File: config.mk
export PLATFORM = sky130hd
export DESIGN_NAME = hps_restart_responder_flat
export DESIGN_NICKNAME = d
export VERILOG_FILES = /design/src/rtl/hps_restart_pkg.sv /design/src/rtl/hps_restart_responder_if.sv /design/src/rtl/hps_cycle_counter.sv /design/src/rtl/hps_restart_responder.sv /design/src/flat_wrapper.sv
export SDC_FILE = /design/constraint.sdc
export NUM_CORES = 1
export LEC_CHECK = 0
export ABC_AREA = 1
export CORE_MARGIN = 2
export CORE_UTILIZATION = 59
export DETAILED_ROUTE_END_ITERATION = 10
export PLACE_DENSITY_LB_ADDON = 0.05
export SETUP_SLACK_MARGIN = 0.4
export SYNTH_ARGS = -nofsm -noshare
export SYNTH_HDL_FRONTEND = slang
export SYNTH_HIERARCHICAL = 1
export SYNTH_SLANG_ARGS = --single-unit
File: constraint.sdc
create_clock -name clk -period 3.3 [get_ports clk]
set_clock_uncertainty 0.15 [all_clocks]
set_input_delay 0.66 -clock clk [delete_from_list [all_inputs] [get_ports clk]]
set_output_delay 0.66 -clock clk [all_outputs]
set_load 0.02 [all_outputs]
File: src/rtl/hps_restart_pkg.sv
// Shared state encoding and status-word bit layout for the HPS restart responder.
// The bit positions mirror the HPS software header that decodes the status PIO.
package hps_restart_pkg;

    typedef enum logic [1:0] {
        IDLE    = 2'd0,
        DRAIN   = 2'd1,
        RESTART = 2'd2,
        DONE    = 2'd3
    } state_e;

    localparam int ST_LSB   = 0;
    localparam int ST_MSB   = 1;
    localparam int HOLD_BIT = 2;
    localparam int TO_BIT   = 3;
    localparam int CNT_LSB  = 4;
    localparam int CNT_MSB  = 7;

    localparam logic [3:0] CNT_MAX = 4'hF;

endpackage

File: src/rtl/hps_restart_responder_if.sv
// Handshake/status bundle between the HPS PIO block, the responder and the
// firewall datapath.
interface hps_restart_responder_if;

    logic       restart_req;
    logic       fw_busy;
    logic       fw_hold;
    logic       fw_restart;
    logic [7:0] hps_status_export;

    modport master (
        output restart_req,
        output fw_busy,
        input  fw_hold,
        input  fw_restart,
        input  hps_status_export
    );

    modport slave (
        input  restart_req,
        input  fw_busy,
        output fw_hold,
        output fw_restart,
        output hps_status_export
    );

endinterface

File: src/rtl/hps_cycle_counter.sv
// Loadable down-counter; tc_o flags the last counted cycle (count == 1).
module hps_cycle_counter #(
    parameter int W = 8
) (
    input  logic         clk,
    input  logic         rst,
    input  logic         load_i,
    input  logic [W-1:0] val_i,
    input  logic         en_i,
    output logic         tc_o
);

    logic [W-1:0] cnt_q;

    always_ff @(posedge clk or posedge rst) begin
        if (rst) begin
            cnt_q <= '0;
        end else if (load_i) begin
            cnt_q <= val_i;
        end else if (en_i && cnt_q != '0) begin
            cnt_q <= cnt_q - 1'b1;
        end
    end

    assign tc_o = (cnt_q == W'(1));

endmodule

File: src/rtl/hps_restart_responder.sv
// HPS-driven drain/restart sequencer for the firewall datapath.
// Define HPS_RESTART_TIMEOUT_EN to bound the DRAIN phase by DRAIN_TIMEOUT.
import hps_restart_pkg::*;

module hps_restart_responder #(
    parameter int unsigned DRAIN_TIMEOUT  = 1024,
    parameter int unsigned RESTART_CYCLES = 16
) (
    input  logic                     clk,
    input  logic                     reset,
    hps_restart_responder_if.slave   bus
);

`ifdef HPS_RESTART_TIMEOUT_EN
    localparam int CW = 16;
`else
    localparam int CW = 8;
`endif
    localparam logic [CW-1:0] RC_LD = CW'(RESTART_CYCLES);

    if (RESTART_CYCLES < 1 || RESTART_CYCLES > 255 ||
        DRAIN_TIMEOUT < 2 || DRAIN_TIMEOUT > 65535) begin : g_bad_param
        $error("hps_restart_responder: parameter out of range");
    end

    state_e      state_q;
    logic        hold_q;
    logic        fire_q;
    logic [3:0]  cnt_q;
    logic        req_q;
    logic        armed_q;
    logic        to_q;
    logic        rise;
    logic        drain_exit;
    logic        tc_w;
    logic        ld_w;
    logic        en_w;
    logic [CW-1:0] ld_val_w;
    logic [7:0]  status_w;

    // armed_q masks the first sample after reset so a held request is not an edge
    assign rise = armed_q & bus.restart_req & ~req_q;

`ifdef HPS_RESTART_TIMEOUT_EN
    localparam logic [CW-1:0] DT_LD = CW'(DRAIN_TIMEOUT);
    assign drain_exit = ~bus.fw_busy | tc_w;
    assign ld_w       = (state_q == IDLE && rise) ||
                        (state_q == DRAIN && drain_exit);
    assign ld_val_w   = (state_q == IDLE) ? DT_LD : RC_LD;
    assign en_w       = (state_q == DRAIN) || (state_q == RESTART);
`else
    assign drain_exit = ~bus.fw_busy;
    assign ld_w       = (state_q == DRAIN) && drain_exit;
    assign ld_val_w   = RC_LD;
    assign en_w       = (state_q == RESTART);
    assign to_q       = 1'b0;
`endif

    hps_cycle_counter #(.W(CW)) u_cnt (
        .clk    (clk),
        .rst    (reset),
        .load_i (ld_w),
        .val_i  (ld_val_w),
        .en_i   (en_w),
        .tc_o   (tc_w)
    );

    always_ff @(posedge clk or posedge reset) begin
        if (reset) begin
            state_q <= IDLE;
            hold_q  <= 1'b0;
            fire_q  <= 1'b0;
            cnt_q   <= 4'd0;
            req_q   <= 1'b0;
            armed_q <= 1'b0;
`ifdef HPS_RESTART_TIMEOUT_EN
            to_q    <= 1'b0;
`endif
        end else begin
            req_q   <= bus.restart_req;
            armed_q <= 1'b1;
            unique case (state_q)
                IDLE: begin
                    if (rise) begin
                        state_q <= DRAIN;
                        hold_q  <= 1'b1;
`ifdef HPS_RESTART_TIMEOUT_EN
                        to_q    <= 1'b0;
`endif
                    end
                end
                DRAIN: begin
                    if (drain_exit) begin
                        state_q <= RESTART;
                        fire_q  <= 1'b1;
`ifdef HPS_RESTART_TIMEOUT_EN
                        if (bus.fw_busy) to_q <= 1'b1;
`endif
                    end
                end
                RESTART: begin
                    if (tc_w) begin
                        state_q <= DONE;
                        fire_q  <= 1'b0;
                        if (cnt_q != CNT_MAX) cnt_q <= cnt_q + 4'd1;
                    end
                end
                DONE: begin
                    if (!bus.restart_req) begin
                        state_q <= IDLE;
                        hold_q  <= 1'b0;
                    end
                end
                default: state_q <= IDLE;
            endcase
        end
    end

    always_comb begin
        status_w                  = '0;
        status_w[ST_MSB:ST_LSB]   = state_q;
        status_w[HOLD_BIT]        = hold_q;
        status_w[TO_BIT]          = to_q;
        status_w[CNT_MSB:CNT_LSB] = cnt_q;
    end

    assign bus.fw_hold           = hold_q;
    assign bus.fw_restart        = fire_q;
    assign bus.hps_status_export = status_w;

endmodule

File: src/flat_wrapper.sv
// flat-port wrapper written by rule: the top's interface ports become plain ports
module hps_restart_responder_flat 
#(
    parameter int unsigned DRAIN_TIMEOUT  = 1024,
    parameter int unsigned RESTART_CYCLES = 16
)
  (clk, reset, bus_restart_req, bus_fw_busy, bus_fw_hold, bus_fw_restart, bus_hps_status_export);
  hps_restart_responder_if bus_i ();
  input  logic clk;
  input  logic reset;
  input wire logic [$bits(bus_i.restart_req)-1:0] bus_restart_req;
  input wire logic [$bits(bus_i.fw_busy)-1:0] bus_fw_busy;
  output wire logic [$bits(bus_i.fw_hold)-1:0] bus_fw_hold;
  output wire logic [$bits(bus_i.fw_restart)-1:0] bus_fw_restart;
  output wire logic [$bits(bus_i.hps_status_export)-1:0] bus_hps_status_export;
  assign bus_i.restart_req = bus_restart_req;
  assign bus_i.fw_busy = bus_fw_busy;
  assign bus_fw_hold = bus_i.fw_hold;
  assign bus_fw_restart = bus_i.fw_restart;
  assign bus_hps_status_export = bus_i.hps_status_export;
  hps_restart_responder #(.DRAIN_TIMEOUT(DRAIN_TIMEOUT), .RESTART_CYCLES(RESTART_CYCLES)) u_core (.clk(clk), .reset(reset), .bus(bus_i));
endmodule
==> results.cfg, run 1 <==
[worst_setup_path]
cp_cell_sequence = clkdlybuf4s50_1, nor2_1, inv_1, nand2_2, nand3_2, nand2_2
max_stage_delay_ns = 0.55
worstPathArrival_ns = 2.47
crit_slowest_cell = nor2_1
r2r_slack_ns = 0.96
worstSetupStartpointType = input pin
cp-end-kind = flop
worstSetupPathType = in -> reg
cp_data_required_time_ns = 3.39
crit_fanout = 13
cp_common_cell = nand2_2

[clocking]
htree_levels = 1
clockRootBuffer = clkbuf_4
clkLatencyLatePin_ns = 0.29
cts_hold_buffers = 0
clockBufferDepth = 2
cts.repair.resized = 0
cts_setup_buffers = 0
cts_tree = built
cts_buffers = 3
clock-sinks = 18
clk_pin_slew_ns = 0.12

[placement]
portBuffers = 12
preCtsSetupSlack_ns = 0.589
gp_congestion = 0.849
dpl.hpwl_mm = 1.82
dp_cells = 203

[timing]
max_freq_mhz = 421
finalSetupTns_ns = 0
slew-limit-headroom_pct = 54.0
fin_crit_ns = 2.38
worst_pin_slew_ns = 0.687
report.final.slew_viol_count = 0
rsz0062_at_grt = no
finalHoldViolCount = 0
setup_ws_ns = 0.923
setup_viol = 0
fin_crit_sh_pct = 72.0

[global_routing]
grt_pass1_wl_mm = 4.13
overflow = 0
grt_max_degree = 14
first_global_vias = 957
grt_util_all_layers_pct = 21.9
antenna_found_initial = 0

[logic_synthesis]
synth_cells = 160
synth-seq-cells = 18
ys_seq_area_share_pct = 36.9
syn_area_sq_mm = 0.00122
synth_warnings = 6
synth.avg_cell_area_sq_um = 7.63
synthDistinctLibCells = 24

[detailed_routing]
wl_per_cell_um = 11.4
drt-total-wl_mm = 2.35
drc_errors = 0
num_vias = 1015
drtIter0Drc = 16
viasPerCell = 4.90
first_pass_iters = 4
drtAntennaViolNets = 0

[floorplan]
rows = 16
dieArea_sq_mm = 0.00245
die_h_um = 49.5
die_w_um = 49.5
io-pin-count = 14
coreArea_sq_mm = 0.00196
start_util_pct = 62.2

[job]
maxCapViolCount = 0

[layout]
utilization_pct = 71.9
area_delta_synth_final_pct = 15.6
final_common_cell = nand2_1
antenna_cells = 0
final_cell_mix = 47 x nand2_1, 19 x inv_1, 18 x dfrtp_1, 14 x nand3_1, 12 x clkdlybuf4s50_1
layout.cells.non_filler = 207
drive_gt1_share_pct = 16.1
fin_nets = 193

[pwr]
clockPowerShare_pct = 10.8
power.leakage_nw = 0.716
swShare_pct = 48.7
power.density_mw_per_mm2 = 937
ir_worst_vdd_v = 0.000598
pwr-share-comb_pct = 59.7
p_seq_share_pct = 29.5
p_sw_w = 0.000643
power.internal_w = 0.000679

[run_status]
status = completed

[hold_path]
hold_path_class = reg -> reg
[power groups by stage]
stage          logic [W]  clock network (W)  registers, W
2_1_floorplan   0.000583                  0      0.000417
3_3_place_gp    0.000755                  0      0.000390
3_5_place_dp    0.000781                  0      0.000395
4_1_cts         0.000789           0.000142      0.000390
5_1_grt         0.000882           0.000156      0.000403
6_report        0.000789           0.000143      0.000390
[sequential cells by signal, indices dropped and copies added (netlist names)]
name,count
u_core/bus.fw_restart,1
u_core/req_q,1
u_core/cnt_q,4
u_core/armed_q,1
u_core/bus.fw_hold,1
u_core/state_q,2
u_core/u_cnt/cnt_q,8
[synthesized netlist by cell type, drive strengths merged]
cell    count  area share [%]
nand2      55              19
inv        21             6.5
dfrtp      18              37
nand3      18             9.0
o21ai      14             8.5
nor2       13             5.0
ha          8             8.2
buf         3             2.2
xnor2       3             2.2
conb        2            0.61
or2         2             1.0
clkbuf      1            0.31
nand3b      1            0.61
nand4       1            0.51
[layout make-up]
type	count	area (sq um)
Timing Repair Buffer	12	120
Multi-Input combinational cell	125	692
Tap cell	27	33.8
Sequential cell	18	450
Fill cell	183	551
Inverter	21	78.8
Clock buffer	4	36.3
[metal layers]
metal | wire length (um) | track usage (%) | part of all wire, % | vias up
li1 | - | - | - | 523
met3 | 56 | 3.33 | 2.4 | 4
met5 | 0 | 0 | 0 | -
met2 | 1220 | 37.8 | 52 | 12
met1 | 1040 | 27.3 | 44 | 476
met4 | 31 | 9.26 | 1.3 | 0
[final timing paths]
kind	startpoint	endpoint	cells after the start
max	bus_fw_busy	u_core/u_cnt/cnt_q[7]$_DFFE_PP0P_	6
min	u_core/bus.fw_restart$_DFFE_PP0P_	u_core/bus.fw_restart$_DFFE_PP0P_	2
max reg2reg	u_core/state_q[1]$_DFFE_PP0P_	u_core/u_cnt/cnt_q[7]$_DFFE_PP0P_	8
min reg2reg	u_core/bus.fw_restart$_DFFE_PP0P_	u_core/bus.fw_restart$_DFFE_PP0P_	2
max in group asynchronous	reset	u_core/bus.fw_hold$_DFFE_PP0P_	2
min in group asynchronous	reset	u_core/u_cnt/cnt_q[0]$_DFFE_PP0P_	2
[worst max-delay path: cells and delay by family]
| kind | cells | cell delay, ns |
|---|---|---|
| buffers and inverters | 2 | 0.73 |
| and+or+nand+nor | 4 | 1.08 |
[logic make-up (layout without fill, tap and decap cells)]
group / count (synthesis) / in the layout / share of synthesized area (%)
fa+ha+maj: 8 / 8 / 8.20
other cells: 2 / 10 / 0.615
simple gates: 90 / 90 / 34.7
buf+inv: 25 / 37 / 8.91
flops: 18 / 18 / 36.9
xor+xnor: 3 / 3 / 2.15
compound gates: 14 / 14 / 8.50
[metrics by stage]
| step | hold WS [ns] | power [W] | instance area [sq um] |
|---|---|---|---|
| final | 0.338 | 0.00132 | 1410 |
| after global routing | 0.367 | 0.00144 | 1410 |
| after CTS | 0.340 | 0.00132 | 1410 |
| after detailed placement | 0.316 | 0.00118 | 1380 |
| after global placement | 0.321 | 0.00114 | 1380 |
| after floorplan | 0.326 | 0.00100 | 1250 |
(Power assumes the default switching activity.)
==> run 2, diff against run 1 <==
--- a/config.mk
+++ b/config.mk
@@ -7,7 +7,7 @@
 export LEC_CHECK = 0
 export ABC_AREA = 1
 export CORE_MARGIN = 2
-export CORE_UTILIZATION = 59
+export CORE_UTILIZATION = 49
 export DETAILED_ROUTE_END_ITERATION = 10
 export PLACE_DENSITY_LB_ADDON = 0.05
 export SETUP_SLACK_MARGIN = 0.4
==> constraint.sdc (replaced) <==
create_clock -name clk -period 2 [get_ports clk]
set_clock_uncertainty 0.15 [all_clocks]
set_input_delay 0.4 -clock clk [delete_from_list [all_inputs] [get_ports clk]]
set_output_delay 0.4 -clock clk [all_outputs]
set_load 0.02 [all_outputs]
==> run 2 against run 1 <==
  * Sequential power grew 65%
  * Sequential share of layout area shrank 3.8 points
  * Sequential cell count is the same
  * Die area grew 19%
  * Critical endpoint is now bus_fw_restart
  * Largest cell class unchanged
  * Critical path depth shrank 5
  * First-iteration DRC count shrank 69%
  * Highest routed layer unchanged
==> results.cfg, run 2 (synthesized netlist as in run 1, its figures left out) <==
[run_status]
status = completed

[worst_setup_path]
r2r-end = u_core/u_cnt/cnt_q[7]$_DFFE_PP0P_
r2r_slack_ns = 0.44
crit_fanout = 2
worstSetupStartpointType = flop
reg2reg_depth = 7
worstPathArrival_ns = 1.01
cp_cell_sequence = dlygate4sd2_1
crit_buf_inv = 1
cp_data_required_time_ns = 1.45
critPathTopFamily = flip-flops
crit_slowest_cell = dfrtp_1
cp-end-kind = primary output
max_stage_delay_ns = 0.39
worstReg2RegStart = u_core/u_cnt/cnt_q[1]$_DFFE_PP0P_
worstSetupPathType = reg -> out

[layout]
fin_nets = 207
final_area_sq_mm = 0.00161
area_delta_synth_final_pct = 32.2
antenna_cells = 0
utilization_pct = 67.0
final_common_cell = nand2_1
final_cell_mix = 44 x nand2_1, 15 x inv_1, 15 x dfrtp_1, 14 x nand3_1, 13 x buf_4
largest_reg_flops = 8
top_register = u_core/u_cnt/cnt_q
drive_gt1_share_pct = 34.0
top_regs = u_core/u_cnt/cnt_q x8, u_core/cnt_q x4, u_core/state_q x2

[timing]
max_freq_mhz = 641
rsz0062_at_grt = yes
worst_hold_slack_ns = 0.229
finalHoldViolCount = 0
finalSetupTns_ns = 0
fin_crit_ns = 1.56
fin_crit_sh_pct = 78.1
report.final.slew_viol_count = 0
setup_viol = 0

[placement]
placed_cell_area_sq_mm = 0.00141
dpl.hpwl_mm = 1.67
gp_congestion = 0.786
portBuffers = 12

[clocking]
cts_tree = built
cts_hold_buffers = 0
clockRootBuffer = clkbuf_4
clk_pin_slew_ns = 0.11
clock-sinks = 18
htree_levels = 1
clkLatencyLatePin_ns = 0.30
clockBufferDepth = 2
cts_buffers = 3

[pwr]
ir_worst_vdd_v = 0.000899
power.leakage_nw = 0.802
total_power_w = 0.00252
power.density_mw_per_mm2 = 1560

[floorplan]
start_util_pct = 50.7
dieArea_sq_mm = 0.00291
die_w_um = 53.9
io-pin-count = 14
rows = 18
die_h_um = 53.9
coreArea_sq_mm = 0.00241

[global_routing]
overflow = 0
antenna_found_initial = 0
grt.busiest_layer = met2
met1_usage_pct = 26.6
grt_pass1_wl_mm = 4.11
first_global_vias = 997
grtUsageMet2_pct = 30.9
grt_max_degree = 13
grt_util_all_layers_pct = 19.7
grt.met3_usage_pct = 2.78

[detailed_routing]
wl_per_cell_um = 11.5
drtIter0Drc = 5
num_vias = 1041
first_pass_iters = 4
drtAntennaViolNets = 0
drc_errors = 0
viasPerCell = 4.65
drt-total-wl_mm = 2.58

[job]
maxCapViolCount = 0

[hold_path]
hold_path_class = in -> async
[run 2: routing by layer]
layer  part of all wire (%)  up-vias
met5                      0        -
met4                    1.6        0
met3                    2.9        5
met2                     48       14
met1                     48      467
li1                       -      555
[run 2: worst max-delay path by stage]
stage	start	endpoint	slack (ns)	cells after the start
floorplan	u_core/state_q[1]$_DFFE_PP0P_	u_core/u_cnt/cnt_q[1]$_DFFE_PP0P_	0.44	8
global placement	bus_fw_busy	u_core/u_cnt/cnt_q[4]$_DFFE_PP0P_	0.26	6
detailed placement	bus_fw_busy	u_core/u_cnt/cnt_q[4]$_DFFE_PP0P_	0.23	6
CTS	u_core/cnt_q[2]$_DFFE_PP0P_	bus_hps_status_export[6]	0.30	1
global route	u_core/u_cnt/cnt_q[1]$_DFFE_PP0P_	u_core/u_cnt/cnt_q[6]$_DFFE_PP0P_	0.36	9
finish	u_core/bus.fw_restart$_DFFE_PP0P_	bus_fw_restart	0.44	1
[run 2: cell type report]
class / count / area [sq um]
Timing Repair Buffer: 25 / 211
Fill cell: 205 / 796
Inverter: 21 / 81.3
Clock buffer: 4 / 36.3
Tap cell: 30 / 37.5
Multi-Input combinational cell: 126 / 793
Sequential cell: 18 / 454
[run 2: what timing repair did]
item	CTS	global route
gates resized for setup	24	21
gates cloned	1	0
setup endpoints to repair	17	19
setup buffers	3	9
pin swaps	2	10
[run 2: metrics by stage]
stage                     worst slack [ns]  std cells
after floorplan                      0.435        168
after global placement               0.256        207
after detailed placement             0.227        207
after CTS                            0.297        215
after global routing                 0.361        224
final                                0.439        224
[run 2: power by group]
part	total (W)	switching [W]	internal [W]	leakage, nW
Sequential	0.000642	0.000135	0.000507	0.223
Combinational	0.00164	0.000949	0.000690	0.558
Clock	0.000235	0.000124	0.000111	0.0210
